==> src/rtl/telemetry_pkg.sv <==
// Common types and constants for the telemetry text overlay.
package telemetry_pkg;

  localparam int CHAR_W = 8;
  localparam int CHAR_H = 16;
  localparam logic [7:0] CHAR_SPACE = 8'h20;

  typedef logic [7:0] char_t;

  typedef enum logic {
    IDLE,
    PENDING
  } commit_state_t;

endpackage

==> src/rtl/vga_pkg.sv <==
// Shared VGA timing parameter bundle used by the display-path blocks.
package vga_pkg;

  typedef struct packed {
    int unsigned pixel_x_bits;
    int unsigned pixel_y_bits;
  } vga_params_t;

  localparam vga_params_t VGA_640X480 = '{pixel_x_bits: 32'd10, pixel_y_bits: 32'd10};

endpackage

==> src/rtl/font_rom_8x16.sv <==
// Compact 8x16 glyph ROM. Row 0 is the top scanline, bit 7 the leftmost pixel.
// Populated codes: space, '0', '1', 'A', 'B'; every other code renders a
// hollow box so unknown characters remain visible on screen.
module font_rom_8x16 (
  input  logic [7:0] code,
  input  logic [3:0] row,
  output logic [7:0] row_bits
);

  logic [127:0] glyph;

  // Whole glyph bitmap selected by character code, top row in the MSBs.
  always_comb begin
    glyph = 128'h007E_4242_4242_4242_4242_4242_4242_7E00;
    case (code)
      8'h20:   glyph = '0;
      8'h30:   glyph = 128'h0000_7CC6_C6CE_DEF6_E6C6_C67C_0000_0000;
      8'h31:   glyph = 128'h0000_1838_7818_1818_1818_187E_0000_0000;
      8'h41:   glyph = 128'h0000_1038_6CC6_C6FE_C6C6_C6C6_0000_0000;
      8'h42:   glyph = 128'h0000_FC66_6666_7C66_6666_66FC_0000_0000;
      default: glyph = 128'h007E_4242_4242_4242_4242_4242_4242_7E00;
    endcase
  end

  // (15 - row) * 8 brings the requested scanline down to the low byte.
  assign row_bits = 8'(glyph >> {~row, 3'b000});

endmodule

==> src/rtl/telemetry_geom.sv <==
// Combinational screen-to-grid decoder: which field/column/glyph pixel a
// coordinate lands on, or no hit for gaps, unused slots and off-grid points.
module telemetry_geom
  import telemetry_pkg::*;
#(
  parameter int XW               = 10,
  parameter int YW               = 10,
  parameter int BOX_X0           = 400,
  parameter int BOX_Y0           = 16,
  parameter int NUM_COLS         = 20,
  parameter int NUM_FIELDS       = 8,
  parameter int FIELDS_PER_LINE  = 4,
  parameter int TELE_SPACING_PIX = 8,
  parameter int LINE_SPACING_PIX = 4,
  parameter int SCALE_LOG2       = 0,
  parameter int FW               = 3,
  parameter int CLW              = 5
) (
  input  logic [XW-1:0]  pixel_x,
  input  logic [YW-1:0]  pixel_y,
  output logic           hit,
  output logic [FW-1:0]  field,
  output logic [CLW-1:0] col,
  output logic [2:0]     glyph_x,
  output logic [3:0]     glyph_y
);

  localparam int CW        = CHAR_W << SCALE_LOG2;
  localparam int CH        = CHAR_H << SCALE_LOG2;
  localparam int TW        = NUM_COLS * CW;
  localparam int SLOT_W    = TW + TELE_SPACING_PIX;
  localparam int LINE_H    = CH + LINE_SPACING_PIX;
  localparam int NUM_LINES = (NUM_FIELDS + FIELDS_PER_LINE - 1) / FIELDS_PER_LINE;

  logic [31:0] rel_x, rel_y;
  logic [31:0] slot, wx;
  logic [31:0] line_idx, wy;
  logic [31:0] fidx;

  // Split the box-relative position into slot/line and the offset inside it.
  always_comb begin
    rel_x    = 32'(pixel_x) - 32'(BOX_X0);
    rel_y    = 32'(pixel_y) - 32'(BOX_Y0);
    slot     = rel_x / 32'(SLOT_W);
    wx       = rel_x % 32'(SLOT_W);
    line_idx = rel_y / 32'(LINE_H);
    wy       = rel_y % 32'(LINE_H);
    fidx     = line_idx * 32'(FIELDS_PER_LINE) + slot;

    hit = (32'(pixel_x) >= 32'(BOX_X0)) && (32'(pixel_y) >= 32'(BOX_Y0)) &&
          (slot < 32'(FIELDS_PER_LINE)) && (wx < 32'(TW)) &&
          (line_idx < 32'(NUM_LINES)) && (wy < 32'(CH)) &&
          (fidx < 32'(NUM_FIELDS));

    // Misses report index 0 so the buffer read downstream is always in range.
    field   = hit ? FW'(fidx) : '0;
    col     = hit ? CLW'(wx / 32'(CW)) : '0;
    glyph_x = 3'(wx >> SCALE_LOG2);
    glyph_y = 4'(wy >> SCALE_LOG2);
  end

endmodule

==> src/rtl/telemetry_grid.sv <==
// Telemetry text overlay: double-buffered character store, commit on frame
// boundary, per-field blink and a 2-stage coordinate-to-pixel pipeline.
//
// Commit FSM
//   state   | meaning
//   IDLE    | active buffer stable, producer may write the shadow buffer
//   PENDING | commit requested; writes stalled until the next frame_start swap
module telemetry_grid
  import telemetry_pkg::*;
#(
  parameter vga_pkg::vga_params_t params = vga_pkg::VGA_640X480,
  parameter int BOX_X0           = 400,
  parameter int BOX_Y0           = 16,
  parameter int NUM_COLS         = 20,
  parameter int NUM_FIELDS       = 8,
  parameter int FIELDS_PER_LINE  = 4,
  parameter int TELE_SPACING_PIX = 8,
  parameter int LINE_SPACING_PIX = 4,
  parameter int SCALE_LOG2       = 0,
  parameter int BLINK_LOG2       = 4
) (
  input  logic                            clk,
  input  logic                            rst_n,
  input  logic [params.pixel_x_bits-1:0]  pixel_x_target_next,
  input  logic [params.pixel_y_bits-1:0]  pixel_y_target_next,
  input  logic                            frame_start,
  input  logic                            wr_valid,
  output logic                            wr_ready,
  input  logic [$clog2(NUM_FIELDS)-1:0]   wr_field,
  input  logic [$clog2(NUM_COLS)-1:0]     wr_col,
  input  logic [7:0]                      wr_char,
  input  logic                            commit_req,
  input  logic [NUM_FIELDS-1:0]           blink_mask,
  output logic                            wr_err,
  output logic                            pixel_value_next,
  output logic                            in_grid
);

  localparam int XW  = int'(params.pixel_x_bits);
  localparam int YW  = int'(params.pixel_y_bits);
  localparam int FW  = $clog2(NUM_FIELDS);
  localparam int CLW = $clog2(NUM_COLS);

  commit_state_t state, state_next;
  logic          do_swap;

  char_t shadow [NUM_FIELDS][NUM_COLS];
  char_t active [NUM_FIELDS][NUM_COLS];

  logic wr_fire, wr_in_range;
  logic [BLINK_LOG2:0] blink_cnt;

  logic           g_hit;
  logic [FW-1:0]  g_field;
  logic [CLW-1:0] g_col;
  logic [2:0]     g_gx;
  logic [3:0]     g_gy;

  logic           s1_valid, s1_hit;
  logic [FW-1:0]  s1_field;
  logic [CLW-1:0] s1_col;
  logic [2:0]     s1_gx;
  logic [3:0]     s1_gy;

  char_t      s2_char;
  logic [7:0] s2_row;
  logic       s2_bit, s2_blank;

  assign wr_ready    = (state == IDLE);
  assign wr_fire     = wr_valid && wr_ready;
  assign wr_in_range = (32'(wr_field) < 32'(NUM_FIELDS)) && (32'(wr_col) < 32'(NUM_COLS));

  // Commit state register.
  always_ff @(posedge clk or negedge rst_n) begin
    if (!rst_n) state <= IDLE;
    else        state <= state_next;
  end

  // Commit next-state: a request while PENDING is absorbed, swap on frame_start.
  always_comb begin
    state_next = state;
    do_swap    = 1'b0;
    case (state)
      IDLE:    if (commit_req) state_next = PENDING;
      PENDING: if (frame_start) begin
        do_swap    = 1'b1;
        state_next = IDLE;
      end
      default: state_next = IDLE;
    endcase
  end

  // Shadow buffer takes producer writes; active buffer is replaced wholesale on swap.
  always_ff @(posedge clk or negedge rst_n) begin
    if (!rst_n) begin
      for (int f = 0; f < NUM_FIELDS; f++) begin
        for (int c = 0; c < NUM_COLS; c++) begin
          shadow[f][c] <= CHAR_SPACE;
          active[f][c] <= CHAR_SPACE;
        end
      end
    end else begin
      if (do_swap) active <= shadow;
      if (wr_fire && wr_in_range) shadow[wr_field][wr_col] <= wr_char;
    end
  end

  // Flag writes that were accepted but addressed outside the store.
  always_ff @(posedge clk or negedge rst_n) begin
    if (!rst_n) wr_err <= 1'b0;
    else        wr_err <= wr_fire && !wr_in_range;
  end

  // Free-running frame counter; its MSB is the blink phase.
  always_ff @(posedge clk or negedge rst_n) begin
    if (!rst_n)           blink_cnt <= '0;
    else if (frame_start) blink_cnt <= blink_cnt + 1'b1;
  end

  telemetry_geom #(
    .XW               (XW),
    .YW               (YW),
    .BOX_X0           (BOX_X0),
    .BOX_Y0           (BOX_Y0),
    .NUM_COLS         (NUM_COLS),
    .NUM_FIELDS       (NUM_FIELDS),
    .FIELDS_PER_LINE  (FIELDS_PER_LINE),
    .TELE_SPACING_PIX (TELE_SPACING_PIX),
    .LINE_SPACING_PIX (LINE_SPACING_PIX),
    .SCALE_LOG2       (SCALE_LOG2),
    .FW               (FW),
    .CLW              (CLW)
  ) u_geom (
    .pixel_x (pixel_x_target_next),
    .pixel_y (pixel_y_target_next),
    .hit     (g_hit),
    .field   (g_field),
    .col     (g_col),
    .glyph_x (g_gx),
    .glyph_y (g_gy)
  );

  // Stage 1: capture the decoded grid position.
  always_ff @(posedge clk or negedge rst_n) begin
    if (!rst_n) begin
      s1_valid <= 1'b0;
      s1_hit   <= 1'b0;
      s1_field <= '0;
      s1_col   <= '0;
      s1_gx    <= '0;
      s1_gy    <= '0;
    end else begin
      s1_valid <= 1'b1;
      s1_hit   <= g_hit;
      s1_field <= g_field;
      s1_col   <= g_col;
      s1_gx    <= g_gx;
      s1_gy    <= g_gy;
    end
  end

  // Stage 2 lookup: character from the active buffer and the field's blink state.
  always_comb begin
    s2_char  = active[s1_field][s1_col];
    s2_blank = blink_cnt[BLINK_LOG2] && blink_mask[s1_field];
  end

  font_rom_8x16 u_font (
    .code     (s2_char),
    .row      (s1_gy),
    .row_bits (s2_row)
  );

  assign s2_bit = s2_row[~s1_gx];

  // Stage 2 register: blinked-off fields still report in_grid.
  always_ff @(posedge clk or negedge rst_n) begin
    if (!rst_n) begin
      pixel_value_next <= 1'b0;
      in_grid          <= 1'b0;
    end else begin
      pixel_value_next <= s1_valid && s1_hit && s2_bit && !s2_blank;
      in_grid          <= s1_valid && s1_hit;
    end
  end

endmodule

==> config.mk <==
export PLATFORM = sky130hd
export DESIGN_NAME = telemetry_grid
export DESIGN_NICKNAME = d
export VERILOG_FILES = /design/src/rtl/telemetry_pkg.sv /design/src/rtl/vga_pkg.sv /design/src/rtl/font_rom_8x16.sv /design/src/rtl/telemetry_geom.sv /design/src/rtl/telemetry_grid.sv
export SDC_FILE = /design/constraint.sdc
export NUM_CORES = 2
export LEC_CHECK = 0
export CAP_MARGIN = 10
export CORE_MARGIN = 3
export CORE_UTILIZATION = 35
export CTS_BUF_LIST = sky130_fd_sc_hd__clkbuf_2
export DETAILED_ROUTE_END_ITERATION = 12
export PLACE_DENSITY = 0.46
export SLEW_MARGIN = 15
export SYNTH_ARGS = -nofsm -noshare
export SYNTH_HDL_FRONTEND = slang
export SYNTH_HIERARCHICAL = 1
export SYNTH_SLANG_ARGS = --single-unit
==> constraint.sdc <==
create_clock -name clk -period 8.8 [get_ports clk]
set_input_delay 0.88 -clock clk [delete_from_list [all_inputs] [get_ports clk]]
set_output_delay 0.88 -clock clk [all_outputs]
set_load 0.02 [all_outputs]
==> results.md <==
* Max Cap Violations at 0
* Crit path to: s1_col[2]
* Initial antenna violation count at 17
* Rows at 206
* CP Capture Type: register
* Routed via count at 64390
* Mapped cell area at 111300 sq um
* Fillers at 29950
* Clock Sinks at 2586
* Synth area leaders: dfrtp_1 51%, mux2_2 26%, dfstp_2 7.6%
* Async set-or-reset flop fraction in the synthesized netlist at 100.0%
* RR Endpoint: pixel_value_next
* Worst-path clk slew at 110 ps
* Final Util at 39.27%
* DR WL/cell at 24.33 microns
* Most used DFF post-synth: dfrtp_1
* Clock latency on the worst-skew pair at 2120 ps
* Post-detailed-route DRC marker count at 0
* Minimum clock period at 7862 ps
* Final period utilization at 89.34%
* Nets at 7856
* CTS Buf Count at 705
* Total Wirelength at 305.0 mm
* EDFF count, synth at 0
* Inst Count DP at 11160
* Die Footprint at 324800 sq um
* Grt total ovfl at 0
* P_sw at 6.473 mW
* Top Ports at 53
* Pint at 16.62 mW
* Router iterations before antenna repair at 5
* Critical path startpoint: pixel_y_target_next[4]
* Final Hold Vio Count at 0
* Crit-path slowest cell: dlygate4sd3_1
* DRT antenna net count at 0
* Initial Utilization at 35.25%
* Post-synth top area share at 50.95%
* Seq/Total Area, Yosys at 58.50%
* Vias/cell at 5.136
* F_max at 0.1272 GHz
* I/O Buffers at 52
* Final Skew at 158.1 ps
* Peak fanout along the critical path at 13
* Slowest stage delay, CP at 570 ps
* R2R depth at 15
* Min-delay worst type: reg -> reg
* Worst vdd ir at 0.00009767 V
* Post-CTS setup buffers at 0
* Syn Inst Count at 7260
* Worst Tran Pin Value at 1240 ps
* Overall Power at 23.09 mW
* Resize count post-CTS at 0
* RSZ-0062 raised after global routing: false
* FF+latch count, synth at 2586
* Mapped Avg Cell Area at 15.33 sq um
* Logic pwr share at 8.0%
* Largest net degree at the start of global routing at 170
* Power per standard cell area at 186.2 nW/um^2
* Setup TNS at 0 ps
* Reg2Reg Setup Slack at 1550 ps
* CP arrival at 9830 ps
* Final Slew Violations at 0
* LEAKAGE at 60.07 nW
* Share of power burned in registers at 53.8%
* Sw frac at 28.03%
* # setup viols final at 0
* Clock Power Share at 38.2%
* Die Y-Extent at 569.9 microns
* Yosys cell types at 111
* Initial DRC count at 3105
* CORE AREA at 315700 sq um
* Status: completed
* Syn. warnings at 6
* Worst rel slew slack at 16.67%
* Most used cell, CP: nor4b_1
* Req. time, crit path at 10770 ps
* Crit Path Category: in -> reg
* Reg2Reg Launch Point: s1_field[0]
* Die W at 569.9 microns
* Gpl congestion at 0.8118
* CTS tree: done
* Vias in the first global route at 69450
* H-tree levels at 6
* Largest area contributor in the netlist: dfrtp_1
* Total Routing Usage GR at 18.70%
* Non-filler cells in the finished layout at 12540
* Area growth, synth to finish at 11.41%
* Root buf cell: clkbuf_2
* Hpwl dp at 180.2 mm
* Critical Path Source Type: primary input
* Layout cells sized above 1 at 55.35%
* Global-route wire length before repair at 459.4 mm
* Clock buffer depth at 4
## area by class of cell
| cell class | instances | area (sq um) | share of cell area, % |
|---|---|---|---|
| Timing Repair Buffer | 262 | 2810 | 2.266 |
| Clock inverter | 139 | 854.6 | 0.6891 |
| Sequential cell | 2586 | 65130 | 52.52 |
| Multi-Input combinational cell | 4173 | 44040 | 35.52 |
| Clock buffer | 1143 | 5720 | 4.613 |
| Tap cell | 4160 | 5205 | 4.197 |
| Inverter | 47 | 176.4 | 0.1423 |
| Antenna cell | 27 | 67.56 | 0.05449 |
## worst min-delay path by stage
| stage | start | slack [ps] | depth (start not counted) | endpoint |
|---|---|---|---|---|
| final | shadow[466] | 360 | 1 | active[466] |
| after CTS | pixel_x_target_next[9] | 40 | 7 | s1_col[4] |
| after global placement | blink_cnt[3] | 460 | 1 | blink_cnt[3] |
| after detailed placement | blink_cnt[3] | 470 | 1 | blink_cnt[3] |
| after global routing | wr_col[4] | 170 | 4 | wr_err |
| after floorplan | state | 430 | 1 | wr_err |
## metrics by stage
| stage | hold slack (ps) | worst slack, ps | area (sq um) |
|---|---|---|---|
| 2_1_floorplan | 431.4 | 1205 | 111400 |
| 3_3_place_gp | 459.9 | 23.91 | 116500 |
| 4_1_cts | 42.24 | 1332 | 123900 |
| 6_report | 361.1 | 937.7 | 124000 |
| 3_5_place_dp | 469.0 | -45.05 | 116500 |
| 5_1_grt | 166.1 | 192.8 | 124000 |
## sequential cells by signal (all words and copies together), names as in the netlist
| name | cells |
|---|---|
| s1_valid | 1 |
| state | 1 |
| shadow | 1280 |
| s1_col | 5 |
| s1_hit | 1 |
| wr_err | 1 |
| active | 1280 |
| in_grid | 1 |
| s1_field | 3 |
| pixel_value_next | 1 |
| s1_gx | 3 |
| blink_cnt | 5 |
| s1_gy | 4 |
## cell usage after synthesis (11+ instances only)
| cell type | n |
|---|---|
| o221ai_1 | 11 |
| nor2b_1 | 24 |
| o211ai_1 | 15 |
| nor3_1 | 29 |
| a31oi_1 | 13 |
| nand4_1 | 12 |
| xnor2_1 | 12 |
| buf_1 | 12 |
| o22ai_1 | 28 |
| nor2_1 | 89 |
| xor2_1 | 11 |
| a211oi_1 | 20 |
| clkbuf_1 | 334 |
| mux4_2 | 242 |
| a21oi_1 | 67 |
| nand2_1 | 169 |
| mux2_2 | 2543 |
| inv_1 | 44 |
| buf_4 | 41 |
| dfstp_2 | 320 |
| nor2_2 | 85 |
| o21ai_0 | 56 |
| a221oi_1 | 44 |
| dfrtp_1 | 2266 |
| mux2_1 | 23 |
| buf_2 | 69 |
| a22o_1 | 40 |
| o21ai_1 | 11 |
| buf_6 | 15 |
| nand2b_1 | 27 |
| nand3_1 | 57 |
| a22oi_1 | 68 |
| nor4_1 | 13 |
| mux2i_1 | 220 |
| and2_1 | 15 |
| ha_1 | 31 |
## repair_timing
action                                  CTS  global route
endpoints found under the hold margin  2515             0
hold buffers                             71             0
setup endpoints to repair                 0             0
## kinds of logic after synthesis
kind of cell	count (synthesis)	share of synthesized area, %
muxes	3031	32.89
DFF	2586	58.50
and+or+nand+nor	589	2.754
buffers and inverters	518	2.064
AOI/OAI and AO/OA	470	3.131
adders and majority gates	34	0.3856
xor gates and xnor gates	28	0.2642
other	4	0.01349
## placed cells by master (no fill, tap or decap), types with 44 or more instances in the layout
master and n:
a21oi_1 67, a221oi_1 44, a22oi_1 68, buf_4 111, clkbuf_2 1143, clkinv_1 84
dfrtp_1 2261, dfstp_2 320, dlygate4sd3_1 62, inv_1 44, mux2_2 2543, mux2i_1 220
mux4_2 242, nand2_1 167, nand3_1 56, nor2_1 86, nor2_2 85, o21ai_0 56
## critical path, delay by kind of cell
family                   cells  cell delay (ps)
AND/OR/NAND/NOR             12             3260
AO/OA/AOI/OAI               12             2360
buffers and inverters        6             1940
adder cells (fa/ha/maj)      4             1390
## metal layers
layer / vias to the layer above / global-route usage, % / routed length, microns
met5: - / 0 / 0
met4: 0 / 5.456 / 7396
met3: 467 / 3.538 / 13140
met2: 1227 / 30.11 / 144100
met1: 34520 / 25.65 / 140400
li1: 28180 / - / -
## power groups by stage
stage | combinational (mW) | sequential, mW | clock [mW]
after detailed placement | 1.83 | 12.7 | 0
after CTS | 1.88 | 12.4 | 9.31
after global routing | 2.02 | 12.5 | 9.95
after global placement | 1.81 | 12.7 | 0
after floorplan | 1.14 | 12.6 | 0
final | 1.84 | 12.4 | 8.81
(Power assumes the default switching activity.)
